### config.mk
export PLATFORM = sky130hd
export DESIGN_NAME = mem_port_arbiter
export DESIGN_NICKNAME = d
export VERILOG_FILES = /design/src/rtl/mem_port_arbiter.sv
export SDC_FILE = /design/constraint.sdc
export NUM_CORES = 1
export LEC_CHECK = 0
export ABC_CLOCK_PERIOD_IN_PS = 4890
export CORE_AREA = 2 2 209 129
export CTS_BUF_LIST = sky130_fd_sc_hd__clkbuf_8
export DETAILED_ROUTE_END_ITERATION = 10
export DIE_AREA = 0 0 211 131
export SLEW_MARGIN = 20
export SYNTH_ARGS = -nofsm -noshare
export SYNTH_HDL_FRONTEND = slang
export SYNTH_SLANG_ARGS = --single-unit
### constraint.sdc
create_clock -name clk -period 4.89 [get_ports clk]
set_input_delay 0.7335 -clock clk [delete_from_list [all_inputs] [get_ports clk]]
set_output_delay 0.7335 -clock clk [all_outputs]
set_load 0.02 [all_outputs]
### src/rtl/mem_port_arbiter.sv
// Round-robin arbiter sharing one memory port between fetch and data.
// Sequences fixed-latency reads and done-handshaked, time-limited writes.
module mem_port_arbiter #(
  parameter int WORD_SIZE     = 32,
  parameter int READ_LATENCY  = 2,
  parameter int WRITE_TIMEOUT = 16
) (
  input  logic                 clk,
  input  logic                 rst,
  input  logic                 f_req,
  input  logic [WORD_SIZE-1:0] f_addr,
  output logic                 f_gnt,
  output logic                 f_rvalid,
  output logic [WORD_SIZE-1:0] f_rdata,
  output logic                 f_err,
  input  logic                 d_req,
  input  logic [WORD_SIZE-1:0] d_addr,
  input  logic [1:0]           d_wsize,
  input  logic [WORD_SIZE-1:0] d_wdata,
  output logic                 d_gnt,
  output logic                 d_rvalid,
  output logic [WORD_SIZE-1:0] d_rdata,
  output logic                 d_err,
  output logic [WORD_SIZE-1:0] mem_addr,
  output logic [1:0]           mem_write,
  output logic [WORD_SIZE-1:0] mem_wdata,
  input  logic [WORD_SIZE-1:0] mem_rdata,
  input  logic                 mem_done,
  input  logic                 mem_error,
  output logic                 busy
);

  localparam int MAXC =
    (READ_LATENCY > WRITE_TIMEOUT) ? READ_LATENCY : WRITE_TIMEOUT;
  localparam int CW = $clog2(MAXC) + 1;
  localparam logic [CW-1:0] RL_M1 = CW'(READ_LATENCY - 1);
  localparam logic [CW-1:0] TO_M1 = CW'(WRITE_TIMEOUT - 1);

  typedef enum logic [1:0] {
    IDLE, READ_WAIT, WRITE_WAIT
  } state_t;

  state_t          state, state_n;
  logic [CW-1:0]   cnt, cnt_n;
  logic            last_d, last_d_n;
  logic            cur_d, cur_d_n;
  logic            grant_f, grant_d;
  logic            d_is_wr, wr_end;

  logic                 f_gnt_n, f_rvalid_n, f_err_n;
  logic                 d_gnt_n, d_rvalid_n, d_err_n;
  logic [WORD_SIZE-1:0] f_rdata_n, d_rdata_n;
  logic [WORD_SIZE-1:0] mem_addr_n, mem_wdata_n;
  logic [1:0]           mem_write_n;

  // Ties go to the port that was not granted on the previous tie
  assign grant_f = f_req & (~d_req | last_d);
  assign grant_d = d_req & ~grant_f;
  assign d_is_wr = (d_wsize != 2'b00);
  assign wr_end  = mem_error | mem_done | (cnt == TO_M1);
  assign busy    = (state != IDLE);

  always_ff @(posedge clk or negedge rst) begin
    if (!rst) begin
      state  <= IDLE;
      cnt    <= '0;
      last_d <= 1'b1;
      cur_d  <= 1'b0;
    end else begin
      state  <= state_n;
      cnt    <= cnt_n;
      last_d <= last_d_n;
      cur_d  <= cur_d_n;
    end
  end

  always_comb begin
    state_n  = state;
    cnt_n    = cnt;
    last_d_n = last_d;
    cur_d_n  = cur_d;
    unique case (state)
      IDLE: begin
        if (f_req && d_req)
          last_d_n = grant_d;
        if (grant_f) begin
          state_n = READ_WAIT;
          cnt_n   = RL_M1;
          cur_d_n = 1'b0;
        end else if (grant_d) begin
          cur_d_n = 1'b1;
          if (d_is_wr) begin
            state_n = WRITE_WAIT;
            cnt_n   = '0;
          end else begin
            state_n = READ_WAIT;
            cnt_n   = RL_M1;
          end
        end
      end
      READ_WAIT: begin
        if (cnt == '0) state_n = IDLE;
        else           cnt_n   = cnt - 1'b1;
      end
      WRITE_WAIT: begin
        if (wr_end) state_n = IDLE;
        else        cnt_n   = cnt + 1'b1;
      end
      default: state_n = IDLE;
    endcase
  end

  always_comb begin
    f_gnt_n     = 1'b0;
    d_gnt_n     = 1'b0;
    f_rvalid_n  = 1'b0;
    d_rvalid_n  = 1'b0;
    f_rdata_n   = f_rdata;
    f_err_n     = f_err;
    d_rdata_n   = d_rdata;
    d_err_n     = d_err;
    mem_addr_n  = mem_addr;
    mem_write_n = mem_write;
    mem_wdata_n = mem_wdata;
    unique case (state)
      IDLE: begin
        if (grant_f) begin
          f_gnt_n     = 1'b1;
          mem_addr_n  = f_addr;
          mem_write_n = 2'b00;
        end else if (grant_d) begin
          d_gnt_n     = 1'b1;
          mem_addr_n  = d_addr;
          mem_write_n = 2'b00;
          if (d_is_wr) begin
            mem_write_n = d_wsize;
            mem_wdata_n = d_wdata;
          end
        end
      end
      READ_WAIT: begin
        if (cnt == '0) begin
          if (cur_d) begin
            d_rvalid_n = 1'b1;
            d_rdata_n  = mem_rdata;
            d_err_n    = mem_error;
          end else begin
            f_rvalid_n = 1'b1;
            f_rdata_n  = mem_rdata;
            f_err_n    = mem_error;
          end
        end
      end
      WRITE_WAIT: begin
        // Error wins over done; a timeout is reported as an error
        if (wr_end) begin
          mem_write_n = 2'b00;
          d_rvalid_n  = 1'b1;
          d_rdata_n   = '0;
          d_err_n     = mem_error | ~mem_done;
        end
      end
      default: ;
    endcase
  end

  always_ff @(posedge clk or negedge rst) begin
    if (!rst) begin
      f_gnt     <= 1'b0;
      d_gnt     <= 1'b0;
      f_rvalid  <= 1'b0;
      d_rvalid  <= 1'b0;
      f_rdata   <= '0;
      f_err     <= 1'b0;
      d_rdata   <= '0;
      d_err     <= 1'b0;
      mem_addr  <= '0;
      mem_write <= 2'b00;
      mem_wdata <= '0;
    end else begin
      f_gnt     <= f_gnt_n;
      d_gnt     <= d_gnt_n;
      f_rvalid  <= f_rvalid_n;
      d_rvalid  <= d_rvalid_n;
      f_rdata   <= f_rdata_n;
      f_err     <= f_err_n;
      d_rdata   <= d_rdata_n;
      d_err     <= d_err_n;
      mem_addr  <= mem_addr_n;
      mem_write <= mem_write_n;
      mem_wdata <= mem_wdata_n;
    end
  end

endmodule
=== After elaboration in Yosys (flattened, before gate mapping) ===
Cells that the tools add are included.

* Output and inout bits: 137
* Logic and storage cells: 93
* Bits of input ports: 136
* Flip-flop bits (word level): 145

* Equality and inequality tests: 9
* $add $sub $neg: 2
* Bitwise logic cells: 10
* Mux-type cells: 40
* Reductions and logical operators: 17

{| class="wikitable"
|+ Operators with widths
! cell !! number
|-
| $mux W32 || 5
|-
| $pmux W32 S2 || 1
|-
| $mux W5 || 4
|-
| $mux W1 || 17
|-
| $mux W2 || 8
|-
| $pmux W5 S3 || 1
|-
| $reduce_and A4 Y1 || 3
|-
| $ne A2 B2 Y1 const B || 5
|-
| $reduce_bool A2 Y1 || 5
|-
| $reduce_and A3 Y1 || 3
|-
| $pmux W2 S3 || 1
|-
| $add A5 B1 Y5 const B || 1
|-
| $eq A5 B4 Y1 const B || 1
|-
| $logic_not A5 Y1 || 1
|-
| $sub A5 B1 Y5 const B || 1
|-
| $not A1 Y1 || 4
|-
| $or A1 B1 Y1 || 4
|-
| $pmux W1 S2 || 2
|-
| $pmux W2 S2 || 1
|-
| $reduce_and A2 Y1 || 2
|-
| $ne A3 B3 Y1 const B || 1
|-
| $reduce_bool A3 Y1 || 1
|-
| $and A1 B1 Y1 || 2
|-
| $eq A2 B1 Y1 const B || 1
|-
| other kinds (3) || 3
|}

=== Depth between registers and ports, before layout ===
Gate-level depths: netlist of run 1.

* Word-level depth: 8
* Gate-level depth with buffers: 9
* Gate-level depth less buffers: 8

=== Worst setup path before layout of run 1 ===
Ideal clock, no wire load.

* Path type: reg2reg
* Start point: register state[0]
* End point: register cnt[4]
* Setup time: 0.087 ns
* Path buffers: 1
* Arrival time: 2.422 ns
* Path slack: 2.382 ns
* Clock period less this slack: 2.508 ns
* Required time: 4.803 ns
* Cell stages (with the launch flop): 10
* Path through: dfrtp_1 > inv_1 > ha_1 > clkbuf_1 > inv_1 > fa_1 > and3_1 > or3_1 > a211o_1 > o211ai_1

* Word-level cells in the longest chain between the ends: 3
* Elaborated cells between the ends (all ways): 9
* Classes of those cells: eq/ne (5); mux (1); reduce/logical (3)

{| class="wikitable"
|+ RTL lines
! item !! RTL line !! source
|-
| start: declaration || 43 || <nowiki>state_t state, state_n;</nowiki>
|-
| start signal: assignment || 70 || <nowiki>state <= state_n;</nowiki>
|-
| $eq A2 B1 Y1, or another cell as far along || 82 || <nowiki>unique case (state)</nowiki>
|-
| $ne A2 B2 Y1 (no source line), or another cell as far along || n/a ||
|-
| $reduce_and A4 Y1 (no source line) || n/a ||
|-
| end signal: assignment || 71 || <nowiki>cnt <= cnt_n;</nowiki>
|-
| end: declaration || 44 || <nowiki>logic [CW-1:0] cnt, cnt_n;</nowiki>
|}

Several ways; a longest one is shown, not always the timed one.
A chain may end at the register's enable or synchronous reset.

=== Worst setup path after layout of run 1 ===
Ends and elaborated chain as after synthesis.

==> out/qor.csv, run 1 <==
metric,value,unit
crit_chain,"inv_1, ha_2, inv_1, fa_1, and3_1, or3_1, a211o_1, o211ai_1",
drc,0,
final-hold-violation-count,0,
routedWlPerCell,15.5,um
synth_fp_nets,617,
fin_util,0.382,
die_y,131,um
crit_top_cell,inv_1,
worstMarginPinSlew,0.813,ns
viasPerCell,4.20,
syn_avg_cell_area,13.4,um2
cts_buffers,17,
synthXorXnorAreaFrac,0.00415,
ys_seq_area_frac,0.573,
io_pins,273,
synth_flop_cell,dfrtp_1,
timing.hold.ws,0.189,ns
drt_first_pass_iters,4,
async_flop_share,1.00,
synth-edff-count,0,
min_path_type,in -> async,
path_max_fanout,40,
synth.distinct_cells,45,
fp-row-count,46,
grt_overflow,0,
place_area,9420,um2
rsz0062_at_grt,no,
post_cts_resized,0,
ant_nets,0,
period_needed,3.11,ns
dr_total_vias,4601,
synthAdderAreaFrac,0.0170,
design.die.area,27600,um2
max_stage_delay,0.72,ns
htreeDepth,4,
skew,0.00974,ns
period_share,0.635,
drive_gt1_frac,0.126,
initial_core_util,0.245,
antenna_found_initial,0,
die_w,211,um
fin_total_pwr,0.00654,W
post-cts-setup-buffers,0,
cap_viol_max_count,0,
grt_pass1_vias,4551,
cts_tree,built,
maxSlewViolCount,0,
powerDensity,663,nW/um2
clk_latency,0.45,ns
leakagePower,4.27,nW
core_area,25800,um2
grt_pass1_wl,26100,um
root_buffer,clkbuf_8,
area_delta_synth_final,55.9,%
place_hpwl,12500,um
grt_max_degree,63,
netlist_instances,473,
io_buffers,272,
path_clk_slew,0.08,ns
run_status,"complete, no violations",
postCtsHoldBufs,0,
wirelength,17000,um
setup_viol,0,
setup_tns,0,ns
yosysWarnings,0,
ir_drop,0.238,mV
critPathRequiredTime,5.26,ns
muxShareOfSynthArea,0.245,
syn_area,6330,um2
cts_buffer_depth,2,
fin_nets,892,
synth-simple-area-share,0.0791,
crit_slowest_cell,ha_2,
antenna_cells,0,
crit_path_end_kind,flip-flop,
cts.sinks,145,
synth_top_family_by_area,multiplexers,
fin_area,9870,um2
synth_compound_area_frac,0.0599,
fillCellCount,2550,
path_class,reg -> reg,
ys_seq_elements,145,
max_clock_freq,322,MHz
slew_headroom,0.458,
worstPathArrival,3.47,ns
start_kind,flip-flop,
gp_congestion,0.734,
drt_iter0_drc,154,
grt_usage,0.124,
## worst paths after layout
check                           cells past startpoint                  endpoint  slack, ns                startpoint
worst min-delay path                                1   f_rdata[28]$_DFFE_PN0P_       0.19                       rst
min in group clk                                    2  mem_addr[18]$_DFFE_PN0P_       0.48  mem_addr[18]$_DFFE_PN0P_
worst max-delay path                                8        cnt[4]$_DFFE_PN0P_       1.78      state[0]$_DFFE_PN0P_
max in group asynchronous                           2    f_rdata[8]$_DFFE_PN0P_       3.63                       rst
worst min register to register                      2  mem_addr[18]$_DFFE_PN0P_       0.48  mem_addr[18]$_DFFE_PN0P_
worst max register to register                      8        cnt[4]$_DFFE_PN0P_       1.78      state[0]$_DFFE_PN0P_
## cells in the final DEF (no fill, tap or decap), drive strengths merged, types with 2 or more instances in the layout
master	instances
buf	8
clkinvlp	3
a22o	2
nand2b	5
mux2	99
o21ai	41
nand2	37
clkinv	2
bufinv	2
o211ai	2
mux2i	32
inv	8
nor2	7
nor2b	34
a21o	2
xnor2	2
clkbuf	20
a21oi	4
clkdlybuf4s50	271
ha	7
a211o	2
dfrtp	144
nand3	3
or3	2
## worst max-delay path: cells and delay by family, from the launching register on
kind	cells	cell delay, ns
buffers and inverters	2	0.39
DFF	1	0.42
AOI/OAI and AO/OA	2	0.45
adders and majority gates	2	1.19
and+or+nand+nor	2	0.58
## cell usage after synthesis (2+ instances only)
cell type	instances	area (um2)
mux2_4	30	450
buf_6	3	33.8
nand3_1	3	15.0
nand2b_1	5	31.3
clkbuf_1	11	41.3
a21oi_1	4	20.0
ha_1	7	87.6
inv_1	5	18.8
nor2_1	6	22.5
nor2b_1	34	213
a211o_1	2	17.5
a21o_1	2	15.0
buf_2	9	45.0
nand2_1	37	139
mux2_2	22	248
o21ai_0	25	125
or3_1	2	12.5
o21ai_1	16	80.1
mux2i_1	32	320
o211ai_1	2	15.0
mux2_1	47	529
xnor2_1	2	17.5
dfrtp_1	144	3600
a22o_1	2	17.5
## metrics by stage
stage,setup slack (ns),instances
2_1_floorplan,2.38,473
3_3_place_gp,1.72,1063
3_5_place_dp,1.67,1063
4_1_cts,1.74,1093
5_1_grt,1.54,1095
6_report,1.78,1095
## where the power goes
group / leakage, nW / total [W] / switching, W / internal (W)
registers: 1.77 / 0.00212 / 0.000327 / 0.00179
clock network: 0.196 / 0.000947 / 0.000461 / 0.000486
logic: 2.30 / 0.00347 / 0.00168 / 0.00179
## kinds of logic (layout without fill, tap and decap cells)
group	after synthesis	count (layout)
compound gates	62	62
xor+xnor	3	3
fa+ha+maj	8	8
buf+inv	28	314
flops	145	145
mux	131	131
simple gates	96	96
## cell type report
cell class / count / area, um2 / area share
tap: 336 / 420 / 0.0426
clock buffer: 20 / 275 / 0.0279
multi-input combinational: 300 / 2590 / 0.263
timing repair buffer: 279 / 2820 / 0.285
sequential: 145 / 3630 / 0.368
inverter: 5 / 18.8 / 0.00190
clock inverter: 10 / 113 / 0.0114
## per-layer routing
metal	track usage	vias to the layer above	routed length, um
li1	-	2208	-
met1	0.166	2213	8040
met2	0.178	167	7240
met3	0.0557	13	1520
met4	0.0369	0	157
met5	0	-	0
## flip-flops by register name, summed over array words and instances, names as in the netlist
name       flops
mem_wdata     32
mem_write      2
state          2
cnt            5
d_gnt          1
d_err          1
last_d         1
f_rdata       32
d_rvalid       1
cur_d          1
f_gnt          1
d_rdata       32
mem_addr      32
f_err          1
f_rvalid       1
Power figures use the tool's default switching activity.
==> run 2: changes to the inputs <==
--- a/config.mk
+++ b/config.mk
@@ -5,7 +5,7 @@
 export SDC_FILE = /design/constraint.sdc
 export NUM_CORES = 1
 export LEC_CHECK = 0
-export ABC_CLOCK_PERIOD_IN_PS = 4890
+export ABC_CLOCK_PERIOD_IN_PS = 3200
 export CORE_AREA = 2 2 209 129
 export CTS_BUF_LIST = sky130_fd_sc_hd__clkbuf_8
 export DETAILED_ROUTE_END_ITERATION = 10
==> constraint.sdc (replaced) <==
create_clock -name clk -period 3.2 [get_ports clk]
set_input_delay 0.48 -clock clk [delete_from_list [all_inputs] [get_ports clk]]
set_output_delay 0.48 -clock clk [all_outputs]
set_load 0.02 [all_outputs]
==> run 2 against run 1 <==
Compared with the run above: critical path depth is 4 lower; clock skew is 0.0037 ns higher; worst hold slack better by 0.29 ns; first-iteration DRC count is 14% higher; setup slack worse by 1.1 ns; sequential power is 53% higher; die area stayed put; design area is 0.65% higher; global-route usage hardly changed; total power is 54% higher; combinational power is 53% higher; critical endpoint is now busy; largest power group unchanged; highest routed layer unchanged.
==> out/qor.csv, run 2 (synthesis gave the netlist of run 1 again) <==
metric,value,unit,change
skew,0.0135,ns,was 0.00974 ns
die_w,211,um,unchanged
wl_met3,1480,um,was 1520 um
cap_viol_max_count,0,,unchanged
cts_buffer_depth,2,,unchanged
leakagePower,4.29,nW,was 4.27 nW
fin_util,0.384,,was 0.382
regArea,3630,um2,unchanged
viasPerCell,4.17,,was 4.20
maxSlewViolCount,0,,unchanged
setup_tns,0,ns,unchanged
area_delta_synth_final,56.9,%,was 55.9%
max_clock_freq,397,MHz,
critPathRequiredTime,2.72,ns,was 5.26 ns
timing.hold.ws,0.480,ns,was 0.189 ns
fin_nets,896,,was 892
ir_drop,0.424,mV,was 0.238 mV
grt_overflow,0,,unchanged
start_kind,flip-flop,,unchanged
path_max_fanout,7,,was 40
path_clk_slew,0.08,ns,about the same
dr_total_vias,4589,,was 4601
post_cts_resized,0,,unchanged
final-hold-violation-count,0,,unchanged
worstMarginPinSlew,1.07,ns,was 0.813 ns
layout_commonest_cell,clkdlybuf4s50_1,,unchanged
multi_input_area,2590,um2,unchanged
wirelength,16800,um,was 17000 um
slew_headroom,0.286,,was 0.458
placedCellCount,1068,,was 1063
powerDensity,1020,nW/um2,was 663 nW/um2
io_buffers,272,,unchanged
fin_total_pwr,0.0101,W,was 0.00654 W
crit_slowest_cell,clkdlybuf4s50_1,,was ha_2
fin_cells,1101,,was 1095
period_share,0.788,,
path_class,reg -> out,,was reg -> reg
period_needed,2.52,ns,
htreeDepth,4,,unchanged
core_area,25800,um2,unchanged
layout_common_cells,"271 x clkdlybuf4s50_1, 144 x dfrtp_1, 47 x mux2_1",,unchanged
drive_gt1_frac,0.135,,was 0.126
grt_usage,0.124,,about the same
grt_pass1_vias,4518,,was 4551
run_status,"complete, no violations",,unchanged
worstPathArrival,2.04,ns,was 3.47 ns
cts_tree,built,,unchanged
highest_layer,met4,,unchanged
fp-row-count,46,,unchanged
place_hpwl,12400,um,was 12500 um
crit_path_end_kind,primary output,,was flip-flop
ant_nets,0,,unchanged
drc,0,,unchanged
fillCellCount,2507,,was 2550
cts_buffers,17,,unchanged
root_buffer,clkbuf_8,,unchanged
antenna_cells,0,,unchanged
initial_core_util,0.245,,unchanged
crit_chain,"inv_1, ha_1, inv_1, clkdlybuf4s50_1",,"was inv_1, ha_2, inv_1, fa_1, and3_1, or3_1, a211o_1, o211ai_1"
wl_met2,7260,um,was 7240 um
design.die.area,27600,um2,unchanged
die_y,131,um,unchanged
grt_pass1_wl,25700,um,was 26100 um
crit_top_cell,inv_1,,unchanged
routedWlPerCell,15.3,um,was 15.5 um
io_pins,273,,unchanged
max_stage_delay,0.63,ns,was 0.72 ns
gp_congestion,0.770,,was 0.734
clk_latency,0.47,ns,was 0.45 ns
setup_viol,0,,unchanged
rsz0062_at_grt,no,,unchanged
grt_max_degree,66,,was 63
drt_iter0_drc,175,,was 154
drt_first_pass_iters,4,,unchanged
min_path_type,reg -> reg,,was in -> async
antenna_found_initial,0,,unchanged
m1WireLength,7890,um,was 8040 um
cts.sinks,145,,unchanged
run 2: final cells by class:
type	instances	area share
multi-input cells	300	0.261
clock inverters	13	0.0161
inverters	5	0.00189
flip-flops and latches	145	0.366
repair buffers	283	0.287
clock buffers	19	0.0263
well taps	336	0.0423
run 2: worst paths after layout:
| kind | cells after the start | end | from | slack [ns] |
|---|---|---|---|---|
| setup / recovery | 4 | busy | state[0]$_DFFE_PN0P_ | 0.68 |
| hold / removal | 2 | mem_addr[22]$_DFFE_PN0P_ | mem_addr[22]$_DFFE_PN0P_ | 0.48 |
| setup reg to reg | 8 | cnt[4]$_DFFE_PN0P_ | state[0]$_DFFE_PN0P_ | 0.77 |
| hold reg to reg | 2 | mem_addr[22]$_DFFE_PN0P_ | mem_addr[22]$_DFFE_PN0P_ | 0.48 |
| max in group asynchronous | 3 | mem_wdata[27]$_DFFE_PN0P_ | rst | 1.70 |
| min in group asynchronous | 2 | f_rdata[28]$_DFFE_PN0P_ | rst | 0.51 |
run 2: per-stage QoR:
stage                     setup WS, ns  instance area [um2]
after floorplan                  0.692                 6330
after global placement           0.673                 9500
after detailed placement         0.641                 9500
after CTS                        0.583                 9930
after global routing             0.532                 9930
final                            0.679                 9930
run 2: routing by layer:
metal / GRT usage / up-vias
li1: - / 2212
met1: 0.165 / 2206
met2: 0.176 / 160
met3: 0.0559 / 11
met4: 0.0472 / 0
met5: 0 / -
run 2: power by group:
part,internal (W),leakage [nW],switching (W),total [W]
Clock,0.000810,0.200,0.000749,0.00156
Combinational,0.00275,2.32,0.00255,0.00530
Sequential,0.00274,1.77,0.000500,0.00324
run 2: critical path: cells and delay by family, from the launching register on:
family                     cells  cell delay, ns
adders and majority gates      1            0.31
buffers and inverters          3            0.84
DFF                            1            0.42
run 2: timing repair:
action / CTS / global route
buffers inserted: 0 / 0
hold buffers: 1 / 0
hold endpoints to repair: 42 / 0
